### config.mk
export PLATFORM = sky130hd
export DESIGN_NAME = pixel_stream_writer
export DESIGN_NICKNAME = d
export VERILOG_FILES = /design/src/rtl/pixel_stream_writer.sv
export SDC_FILE = /design/constraint.sdc
export NUM_CORES = 1
export LEC_CHECK = 0
export CORE_ASPECT_RATIO = 0.6
export CORE_MARGIN = 2
export CORE_UTILIZATION = 50
export CTS_CLUSTER_SIZE = 28
export DETAILED_ROUTE_END_ITERATION = 8
export MAX_ROUTING_LAYER = met4
export PLACE_DENSITY = 0.77
export SETUP_SLACK_MARGIN = 0.3
export SLEW_MARGIN = 20
export SYNTH_ARGS = -nofsm -noshare
export SYNTH_HDL_FRONTEND = slang
export SYNTH_SLANG_ARGS = --single-unit
### constraint.sdc
create_clock -name i_clk -period 2.4 [get_ports i_clk]
set_input_delay 0.48 -clock i_clk [delete_from_list [all_inputs] [get_ports i_clk]]
set_output_delay 0.48 -clock i_clk [all_outputs]
set_load 0.02 [all_outputs]
### src/rtl/pixel_stream_writer.sv
// -----------------------------------------------------------------------------
// pixel_stream_writer
//
// Purpose:
//   Writer side of the pixel RAM. Takes a framed byte stream from the host link
//   and packs byte pairs (high byte first) into 16-bit pixel words. Each word is
//   written with a single-cycle strobe at sequential addresses starting at 0.
//   One frame fills WORDS_PER_FRAME words. Completed frames are counted. A
//   start-of-frame arriving mid-frame is flagged as a framing error.
//
// Ports:
//   i_clk            system clock
//   i_reset          synchronous, active-high reset
//   i_byte           stream data byte
//   i_byte_valid     i_byte valid this cycle
//   i_sof            first byte of a frame (qualified by i_byte_valid)
//   o_byte_ready     registered; 0 in reset, then held at 1 (no backpressure)
//   o_ram_addr       write address (holds its value between strobes)
//   o_ram_data       write data    (holds its value between strobes)
//   o_ram_write_stb  one-cycle write enable
//   o_frame_done     one-cycle pulse with the strobe of the last word
//   o_frame_error    one-cycle pulse after a start-of-frame inside a frame
//   o_frame_count    completed frames, wraps 255 -> 0
//
// State | meaning
// ------+----------------------------------------------------------------
// IDLE  | between frames; non-sof bytes are dropped
// HI    | in a frame, next byte is the high byte of the next word
// LO    | in a frame, high byte held, next byte completes the word
// -----------------------------------------------------------------------------
module pixel_stream_writer #(
  parameter int ADDR_WIDTH      = 12,
  parameter int WORDS_PER_FRAME = 4096
) (
  input  logic                  i_clk,
  input  logic                  i_reset,
  input  logic [7:0]            i_byte,
  input  logic                  i_byte_valid,
  input  logic                  i_sof,
  output logic                  o_byte_ready,
  output logic [ADDR_WIDTH-1:0] o_ram_addr,
  output logic [15:0]           o_ram_data,
  output logic                  o_ram_write_stb,
  output logic                  o_frame_done,
  output logic                  o_frame_error,
  output logic [7:0]            o_frame_count
);

  typedef enum logic [1:0] {
    IDLE = 2'd0,
    HI   = 2'd1,
    LO   = 2'd2
  } state_t;

  // Index of the final word of a frame; reaching it returns the FSM to IDLE,
  // so word_idx never needs to wrap inside a frame.
  localparam logic [ADDR_WIDTH-1:0] LAST_IDX = ADDR_WIDTH'(WORDS_PER_FRAME - 1);

  state_t                state;
  logic [7:0]            high_byte;
  logic [ADDR_WIDTH-1:0] word_idx;
  logic                  accept;

  assign accept = i_byte_valid && o_byte_ready;

  always_ff @(posedge i_clk) begin
    if (i_reset) begin
      state           <= IDLE;
      high_byte       <= 8'd0;
      word_idx        <= '0;
      o_byte_ready    <= 1'b0;
      o_ram_addr      <= '0;
      o_ram_data      <= 16'd0;
      o_ram_write_stb <= 1'b0;
      o_frame_done    <= 1'b0;
      o_frame_error   <= 1'b0;
      o_frame_count   <= 8'd0;
    end else begin
      o_byte_ready    <= 1'b1;
      o_ram_write_stb <= 1'b0;
      o_frame_done    <= 1'b0;
      o_frame_error   <= 1'b0;

      if (accept) begin
        if (i_sof) begin
          // A start-of-frame always (re)starts at word 0; any pending
          // half-word is dropped. Only an interrupted frame is an error.
          o_frame_error <= (state != IDLE);
          high_byte     <= i_byte;
          word_idx      <= '0;
          state         <= LO;
        end else begin
          case (state)
            IDLE: begin
              state <= IDLE;
            end
            HI: begin
              high_byte <= i_byte;
              state     <= LO;
            end
            LO: begin
              o_ram_write_stb <= 1'b1;
              o_ram_addr      <= word_idx;
              o_ram_data      <= {high_byte, i_byte};
              if (word_idx == LAST_IDX) begin
                o_frame_done  <= 1'b1;
                o_frame_count <= o_frame_count + 8'd1;
                word_idx      <= '0;
                state         <= IDLE;
              end else begin
                word_idx <= word_idx + 1'b1;
                state    <= HI;
              end
            end
            default: begin
              state <= IDLE;
            end
          endcase
        end
      end
    end
  end

endmodule

==> impl_results.md, run 1 <==
- Worst slew margin: 59.3%
- Ports: 52
- RSZ-0062 raised after global routing: false
- Register Area: 1240 µm²
- Initial antenna violation count: 0
- Vias: 2382
- Hold Crit Class: reg -> reg
- Critical Path Sink Type: register
- Commonest cells after routing, fill and taps aside: 71 x nand2_1, 61 x dfxtp_1, 49 x clkdlybuf4s50_1
- DPL Wire Length: 4.33 mm
- FF-to-FF Start: word_idx[1]$_SDFFE_PP0P_
- CTS H-Tree Depth: 3
- Status: complete, no violations
- FF-to-FF path depth: 6
- Ant. Diodes: 0
- Post-Synthesis Cells: 300
- CTS Buf Count: 9
- Tot Pwr: 0.00207 W
- Met3 GRT Util: 8.07%
- Sequential area share after synthesis: 50.1%
- Most common cell after layout, fill and taps aside: nand2_1
- Drt initial violations: 162
- First-pass GRT wire length: 9.95 mm
- Max Freq: 0.506 GHz
- Final Cycle Share: 82.3%
- Setup CP Type: reg -> reg
- Worst Hold Depth: 2
- Via/cell ratio: 5.53
- Maximum number of pins on one net before global-route repair: 34
- Critical Path Source Type: register
- Final ANT Viol Nets: 0
- Met1 usage: 35.1%
- Critical path data required time: 2.67 ns
- Worst-path maximum fanout: 9
- Busiest grt layer: met1
- Peak VDD IR: 0.000421 V
- Fillers: 372
- Die area: 5560 µm²
- Yosys warning count: 0
- Number of global-route vias before repair: 2016
- Critical Path AT: 2.24 ns
- CTS tree: built
- Port buffer count: 51
- Tightest Pin Transition: 0.610 ns
- Nets: 378
- Netlist cell types: 38
- Met2 Use GR: 33.3%
- Pwr/cell area: 603 nW/µm²
- Syn Area/Cell: 8.27 µm²
- Final Non-Filler Cells: 431
- Final core utilization: 73.4%
- # DRC: 0
- Clk slew on worst S/H paths: 0.06 ns
- Placed cell area: 3130 µm²
- TritonRoute pass-1 iters: 4
- WL/cell: 14.7 µm
- Fin. Hold Viols: 0
- Reg-to-reg endpoint: o_frame_count[1]$_SDFFE_PP0P_
- GRT Resource Usage Total: 24.7%
- Max clock buf depth: 2
- Worst reg2reg setup slack: 0.43 ns
- Placed cell count: 411
- Worst skew pair latency: 0.34 ns
- Final clock skew: 0.00717 ns
- Area grow syn2layout: 38.7%
- GR Overflow Total: 0
- Max Cap Violations: 0
- Min-delay src: o_ram_data[12]$_SDFFE_PP0P_
- Worst Setup SP: word_idx[1]$_SDFFE_PP0P_
- FF+latch count, synth: 62
- Fin area: 3440 µm²
- Min Clock Period, post-route: 1.97 ns
- Final Routed Wirelength: 6.34 mm
- Multi-input combinational cell area: 1210 µm²
- Synth Cell Area: 2480 µm²
- Leakage: 1.20 nW
- Setup violations, final: 0
- Clock Tree Root: clkbuf_8
- Starting Density: 53.0%
- Share of cells above drive strength 1: 14.7%
- Critical Path Sink: o_frame_count[1]$_SDFFE_PP0P_
- # clock sinks: 62
- Synth Net Count: 314
- CTS Hold Bufs: 0
- Die width: 94.9 µm
- Slew Viols, Final: 0
- Die Y-Extent: 58.6 µm
- Area of the core: 4680 µm²
- Row Count: 19
- Global placement routability congestion: 0.852
==> registers in the layout (all words and copies together), names as in the netlist, 2 cells and up <==
name	flops
o_ram_data	16
o_ram_addr	12
word_idx	12
high_byte	8
o_frame_count	8
state	2
==> synthesized netlist by cell type <==
cell type,count,area share [%]
nand3b_1,2,0.61
a32oi_1,1,0.35
nand4_1,5,1.3
nor4b_1,1,0.35
dfxtp_1,62,50
nor2_1,15,2.3
nand3_1,8,1.6
o21bai_1,3,0.91
inv_1,5,0.76
a31oi_1,3,0.76
o41ai_1,1,0.35
nor2b_1,1,0.25
and2_1,1,0.25
or3b_4,1,0.45
ha_1,2,1.0
a41oi_1,1,0.35
or4b_1,2,0.81
or4_1,7,2.1
and2b_1,1,0.30
buf_2,2,0.40
and4_1,1,0.35
a311oi_1,3,1.1
or3_1,6,1.5
xor2_1,1,0.35
o21ai_0,6,1.2
nor3_1,4,0.81
and3_1,2,0.50
clkbuf_1,17,2.6
buf_1,2,0.30
o211ai_1,1,0.30
o31a_1,1,0.35
or2_0,1,0.25
o31ai_1,6,1.8
a21oi_1,44,8.9
nor4_1,1,0.25
nand2b_1,1,0.25
mux2i_1,8,3.2
nand2_1,71,11
==> worst min path at each step <==
stage                                  endpoint  slack, ns
finish              o_ram_data[12]$_SDFFE_PP0P_       0.45
global route        o_ram_data[12]$_SDFFE_PP0P_       0.47
CTS                 o_ram_data[12]$_SDFFE_PP0P_       0.45
detailed placement  o_ram_data[15]$_SDFFE_PP0P_       0.44
global placement    o_ram_data[14]$_SDFFE_PP0P_       0.44
floorplan           o_ram_data[10]$_SDFFE_PP0P_       0.43
==> per-layer routing <==
metal / share of wire, % / vias to the layer above
met1: 48 / 1112
met4: 0.93 / 0
met2: 43 / 90
met5: 0 / -
met3: 8.7 / 5
li1: - / 1175
==> kinds of logic after synthesis <==
kind of cell | after synthesis | share of synthesized area [%]
adders and majority gates | 2 | 1.01
buffers and inverters | 26 | 4.04
muxes | 8 | 3.23
and+or+nand+nor | 131 | 25.0
DFF | 62 | 50.1
xor gates and xnor gates | 1 | 0.353
AOI/OAI and AO/OA | 70 | 16.3
==> where the power goes <==
group / switching, W / leakage (nW) / internal, W
logic: 0.0000471 / 0.591 / 0.0000389
registers: 0.00000432 / 0.501 / 0.00104
clock network: 0.000373 / 0.106 / 0.000573
total: 0.000424 / 1.20 / 0.00165
==> final cells by class <==
type                       instances  share of cell area (%)
clock buffer                      10                    3.71
clock inverter                     5                    2.18
inverter                           5                   0.546
multi-input combinational        213                    35.1
sequential                        62                    36.1
tap                               63                    2.29
timing repair buffer              73                    20.0
==> worst max-delay path, cell delays in order (launching register included) <==
cell and delay, ns:
dfxtp_2 0.36, ha_2 0.23, nand3_2 0.14, or3_4 0.49, clkbuf_4 0.20, or3_4 0.37
a21oi_2 0.11
==> per-stage QoR <==
step           setup TNS [ns]  hold WS [ns]  worst slack, ns
6_report                    0         0.453            0.425
5_1_grt                     0         0.467            0.342
4_1_cts                     0         0.454            0.300
3_5_place_dp           -0.997         0.444           -0.146
3_3_place_gp           -0.799         0.438           -0.110
2_1_floorplan               0         0.432            0.435
==> timing repair <==
item | 4_1_cts | 5_1_grt
setup buffers | 0 | 4
hold endpoints to repair | 0 | 0
pin swaps | 1 | 9
gates resized for setup | 2 | 15
setup endpoints to repair | 8 | 12
gates cloned | 0 | 1
No activity file was read; power rests on OpenSTA's default activity.
==> run 2, diff against run 1 <==
- CORE_UTILIZATION: 50 -> 45
- PLACE_DENSITY: 0.77 -> 0.74
- clock period: 2.4 -> 1.75 ns (I/O delays scaled with it)
==> impl_results.md, run 2 (same netlist as run 1, synthesis figures left out) <==
- Max Freq: 0.525 GHz (+3.7%)
- Top flop regs: o_ram_data x16, o_ram_addr x12, word_idx x12
- Critical Path Sink Type: register
- Worst setup margin: -0.155 ns (-0.580 ns)
- Worst slew margin: 59.7% (+0.41 points)
- Area grow syn2layout: 58.5%
- Logic pwr share: 5.0% (+0.9 points)
- Share of cells above drive strength 1: 31.4% (+17 points)
- First-pass GRT wire length: 10.7 mm (+7.7%)
- TritonRoute pass-1 iters: 4 (unchanged)
- Largest Register: o_ram_data
- Worst skew pair latency: 0.34 ns (about the same)
- GR Overflow Total: 0 (unchanged)
- Port buffer count: 51 (unchanged)
- # clock sinks: 62 (unchanged)
- CTS Buf Count: 9 (unchanged)
- Part of the power in registers: 50.1% (about the same)
- Max reg flops: 16 (unchanged)
- Setup violations, final: 18 (+18)
- Number of global-route vias before repair: 2302 (+14%)
- Clock power share: 44.9% (-0.7 points)
- Clock Tree Root: clkbuf_8
- Row Count: 20 (+1)
- WL/cell: 16.6 µm (+13%)
- Critical Path Source Type: register
- Critical-path cell list: or3b_4 > or3_4 > buf_6 > or4_4 > a21oi_2
- Setup CP Type: reg -> reg
- Register Area: 1250 µm² (+0.81%)
- Fin. Hold Viols: 0 (unchanged)
- Ant. Diodes: 0 (unchanged)
- Fillers: 351 (-5.6%)
- Via/cell ratio: 5.51 (-0.39%)
- # DRC: 0 (unchanged)
- Tot Pwr: 0.00285 W (+37%)
- Pwr/cell area: 725 nW/µm² (+20%)
- Final clock skew: 0.00400 ns (-0.00317 ns)
- Slew Viols, Final: 0 (unchanged)
- Min Clock Period, post-route: 1.90 ns (-0.0699 ns)
- CTS tree: built
- Initial antenna violation count: 0 (unchanged)
- Final Cycle Share: 109% (+27 points)
- Die width: 99.8 µm (+5.2%)
- Peak VDD IR: 0.000470 V (+12%)
- Buf/Inv on CP: 1 (unchanged)
- RSZ-0062 raised after global routing: true
- Global placement routability congestion: 0.818 (-4.1%)
- Critical Path AT: 2.18 ns (-0.06 ns)
- CTS H-Tree Depth: 3 (unchanged)
- Crit-path max cell delay: 0.48 ns (about the same)
- Multi-input combinational cell area: 1330 µm² (+9.7%)
- DPL Wire Length: 4.34 mm (+0.31%)
- Die Y-Extent: 61.5 µm (+5.0%)
- Hold Crit Class: reg -> reg
- Leakage: 1.60 nW (+34%)
- Final ANT Viol Nets: 0 (unchanged)
- Crit-path leading delay family: simple AND/OR/NAND/NOR gates
- Sw Ratio: 22.2% (+1.7 points)
- Violated checks: negative setup slack
- NetSw: 0.000632 W (+49%)
- Clk slew on worst S/H paths: 0.06 ns (about the same)
- Internal power: 0.00222 W (+34%)
- Maximum number of pins on one net before global-route repair: 35 (+2.9%)
- Vias: 2593 (+8.9%)
- Most common cell after layout, fill and taps aside: nand2_1
- Ports: 52 (unchanged)
- Drt initial violations: 106 (-35%)
- Die area: 6140 µm² (+10%)
- Starting Density: 47.9% (-5.1 points)
- Max Cap Violations: 0 (unchanged)
- Commonest cells after routing, fill and taps aside: 62 x nand2_1, 55 x dfxtp_1, 34 x buf_4
- GRT Resource Usage Total: 23.8% (-0.95 points)
- Nets: 414 (+9.5%)
- Final Routed Wirelength: 7.84 mm (+24%)
- Status: finished with violations
- Slowest cell on the critical path: or4_4
- Dpl ws: -0.643 ns (-0.496 ns)
- Worst-path maximum fanout: 7 (-2)
- CTS Hold Bufs: 0 (unchanged)
- Tightest Pin Transition: 0.604 ns (-0.00613 ns)
- Area of the core: 5180 µm² (+11%)
- Max clock buf depth: 2 (unchanged)
- Critical path data required time: 2.03 ns (-0.64 ns)
[run 2: tightest hold or removal path, stage by stage, from the launching register on]
cell and delay [ns]:
dfxtp_1 0.31, nand2_1 0.05, a21oi_1 0.05
[run 2: what timing repair did]
action,4_1_cts,5_1_grt
setup endpoints to repair,91,64
resized for setup,63,58
gates cloned,2,4
pin swaps,15,17
buffers inserted,4,7
[run 2: final timing paths]
path                                    start                       endpoint  slack (ns)  cells past startpoint
hold / removal    o_ram_data[15]$_SDFFE_PP0P_    o_ram_data[15]$_SDFFE_PP0P_        0.45                      2
setup / recovery        state[0]$_SDFFE_PP0N_  o_frame_count[4]$_SDFFE_PP0P_       -0.15                      5
setup reg to reg        state[0]$_SDFFE_PP0N_  o_frame_count[4]$_SDFFE_PP0P_       -0.15                      5
hold reg to reg   o_ram_data[15]$_SDFFE_PP0P_    o_ram_data[15]$_SDFFE_PP0P_        0.45                      2
[run 2: power groups by stage]
stage	clock network [W]	registers [W]	logic, W
4_1_cts	0.00129	0.00143	0.000122
5_1_grt	0.00136	0.00143	0.000153
2_1_floorplan	0	0.00146	0.0000526
6_report	0.00128	0.00143	0.000144
3_3_place_gp	0	0.00146	0.000119
3_5_place_dp	0	0.00146	0.000121
[run 2: cell type report]
class                   instances  area share, %
clock buffers                  12           3.95
clock inverters                 4           1.15
inverters                       5          0.478
multi-input cells             212           33.7
flip-flops and latches         62           31.9
well taps                      66           2.10
repair buffers                110           26.7
[run 2: per-stage QoR]
stage | setup TNS (ns) | cell area [µm²] | hold WS (ns) | util [%] | instances
floorplan | -0.357 | 2590 | 0.432 | - | 300
global placement | -12.54 | 3380 | 0.440 | 65.2 | 438
detailed placement | -14.30 | 3380 | 0.446 | 65.2 | 438
CTS | -0.991 | 3630 | 0.452 | 70.1 | 460
global route | -2.10 | 3930 | 0.474 | 75.9 | 471
finish | -1.33 | 3930 | 0.453 | 75.9 | 471
[run 2: routing by layer]
metal / GRT usage [%] / vias up / wire length, µm
met5: - / - / 0
met4: 7.44 / 0 / 121
met3: 9.19 / 16 / 604
met2: 36.3 / 106 / 3720
met1: 29.5 / 1214 / 3390
li1: - / 1257 / -
==> run 3, diff against run 2 <==
- CORE_MARGIN: 2 -> 10
==> impl_results.md, run 3 (same netlist as run 1, synthesis figures left out) <==
- Setup CP Type: reg -> reg
- CTS Buf Count: 9 (unchanged)
- Final clock skew: 0.0105 ns (+0.00652 ns)
- Row Count: 20 (unchanged)
- Number of global-route vias before repair: 2564 (+11%)
- Critical Path Sink: word_idx[10]$_SDFFE_PP0P_
- Hold Crit Class: reg -> reg
- Slew Viols, Final: 0 (unchanged)
- FF-to-FF Start: state[0]$_SDFFE_PP0N_
- Final Cycle Share: 112% (+3.4 points)
- Fin area: 4290 µm² (+9.0%)
- Largest Register: o_ram_data
- Final Routed Wirelength: 9.55 mm (+22%)
- Tightest Pin Transition: 0.563 ns (-0.0415 ns)
- Reg-to-reg endpoint: word_idx[10]$_SDFFE_PP0P_
- Nets: 423 (+2.2%)
- RSZ-0062 raised after global routing: true
- Die area: 8980 µm² (+46%)
- Setup violations, final: 46 (+28)
- Drt initial violations: 201 (+90%)
- Peak VDD IR: 0.000544 V (+16%)
- CTS Hold Bufs: 0 (unchanged)
- # clock sinks: 62 (unchanged)
- Status: finished with violations
- Area of the core: 5200 µm² (+0.48%)
- # DRC: 0 (unchanged)
- Max Cap Violations: 0 (unchanged)
- Share of cells above drive strength 1: 44.4% (+13 points)
- Starting Density: 47.6% (-0.23 points)
- CTS tree: built
- Die width: 116 µm (+16%)
- Pwr/cell area: 699 nW/µm² (-3.5%)
- Min Clock Period, post-route: 1.96 ns (+0.0588 ns)
- Worst setup margin: -0.213 ns (-0.0588 ns)
- CTS H-Tree Depth: 3 (unchanged)
- Worst Setup SP: state[0]$_SDFFE_PP0N_
- Final ANT Viol Nets: 0 (unchanged)
- Final core utilization: 82.3% (+6.5 points)
- GRT Resource Usage Total: 18.6% (-5.1 points)
- GR Overflow Total: 0 (unchanged)
- Commonest cells after routing, fill and taps aside: 59 x dfxtp_1, 40 x buf_4, 36 x nand2_1
- Clk slew on worst S/H paths: 0.07 ns (about the same)
- Placed cell area: 3390 µm² (+0.30%)
- TritonRoute pass-1 iters: 5 (+1)
- Worst-path maximum fanout: 5 (-2)
- Via/cell ratio: 5.78 (+5.1%)
- Initial antenna violation count: 0 (unchanged)
- Critical Path Sink Type: register
- Global placement routability congestion: 0.937 (+15%)
- First-pass GRT wire length: 13.2 mm (+23%)
- Ports: 52 (unchanged)
- Fin. Hold Viols: 0 (unchanged)
- Critical Path Source Type: register
- Min-delay src: o_ram_data[14]$_SDFFE_PP0P_
- Max reg flops: 16 (unchanged)
- Max Freq: 0.509 GHz (-3.0%)
- Leakage: 1.92 nW (+20%)
- DPL Wire Length: 5.21 mm (+20%)
- FF-to-FF path depth: 9 (+4)
- Worst slew margin: 62.5% (+2.8 points)
- Critical path data required time: 1.99 ns (-0.04 ns)
- Most common cell after layout, fill and taps aside: dfxtp_1
- Port buffer count: 51 (unchanged)
- Die Y-Extent: 77.5 µm (+26%)
- Worst Hold Depth: 2 (unchanged)
- WL/cell: 19.9 µm (+20%)
- Worst skew pair latency: 0.34 ns (about the same)
- Area grow syn2layout: 72.8%
- Clock Tree Root: clkbuf_8
- Worst reg2reg setup slack: -0.21 ns (-0.06 ns)
- Maximum number of pins on one net before global-route repair: 33 (-5.7%)
- Ant. Diodes: 0 (unchanged)
- Violated checks: negative setup slack
- Max clock buf depth: 2 (unchanged)
- Top flop regs: o_ram_data x16, o_ram_addr x12, word_idx x12
- Vias: 2776 (+7.1%)
- Critical Path AT: 2.20 ns (+0.02 ns)
==> run 3: worst min-delay path by stage <==
stage | to | slack [ns]
floorplan | o_ram_data[10]$_SDFFE_PP0P_ | 0.43
global route | o_ram_data[11]$_SDFFE_PP0P_ | 0.48
detailed placement | o_ram_addr[10]$_SDFFE_PP0P_ | 0.45
CTS | o_byte_ready$_DFF_P_ | 0.40
finish | o_ram_data[14]$_SDFFE_PP0P_ | 0.46
global placement | o_ram_data[3]$_SDFFE_PP0P_ | 0.44
==> run 3: per-layer routing <==
metal	global-route usage [%]	wire length [µm]	vias to the layer above
li1	-	-	1282
met1	24.5	4250	1315
met2	26.9	4250	145
met3	5.99	829	34
met4	4.48	216	0
met5	-	0	-
==> run 3: timing repair <==
item                                   CTS  global route
setup endpoints to repair               91            65
cloned                                   7             0
gates resized for setup                106            95
buffers inserted                        14             2
endpoints found under the hold margin    0             0
pin swaps                               24            41
==> run 3: critical path, cell delays in order (launching register included) <==
cell      delay (ns)
dfxtp_1         0.33
or3b_4          0.39
buf_6           0.13
buf_6           0.10
buf_6           0.11
nor2_4          0.15
buf_6           0.14
buf_8           0.12
nand2b_1        0.07
a311oi_1        0.31
==> run 3: where the power goes <==
part | total [W] | internal [W] | switching [W]
Clock | 0.00140 | 0.000804 | 0.000598
Sequential | 0.00143 | 0.00142 | 0.00000808
Combinational | 0.000167 | 0.0000728 | 0.0000940
Total | 0.00300 | 0.00230 | 0.000700
==> run 3: cell type report <==
cell class	count	area (µm²)
Clock buffer	9	124
Clock inverter	7	95.1
Fill cell	297	920
Inverter	5	18.8
Multi-Input combinational cell	213	1600
Sequential cell	62	1250
Tap cell	66	82.6
Timing Repair Buffer	118	1120
==> run 3: stage by stage <==
stage / hold slack [ns] / setup TNS [ns] / setup slack (ns) / cells / power, W
floorplan: 0.432 / -0.357 / -0.0818 / 300 / 0.00151
global placement: 0.438 / -17.72 / -0.635 / 441 / 0.00158
detailed placement: 0.446 / -18.79 / -0.673 / 441 / 0.00158
CTS: 0.402 / -1.23 / -0.0922 / 478 / 0.00297
global route: 0.481 / -5.30 / -0.256 / 480 / 0.00307
finish: 0.456 / -3.26 / -0.213 / 480 / 0.00300
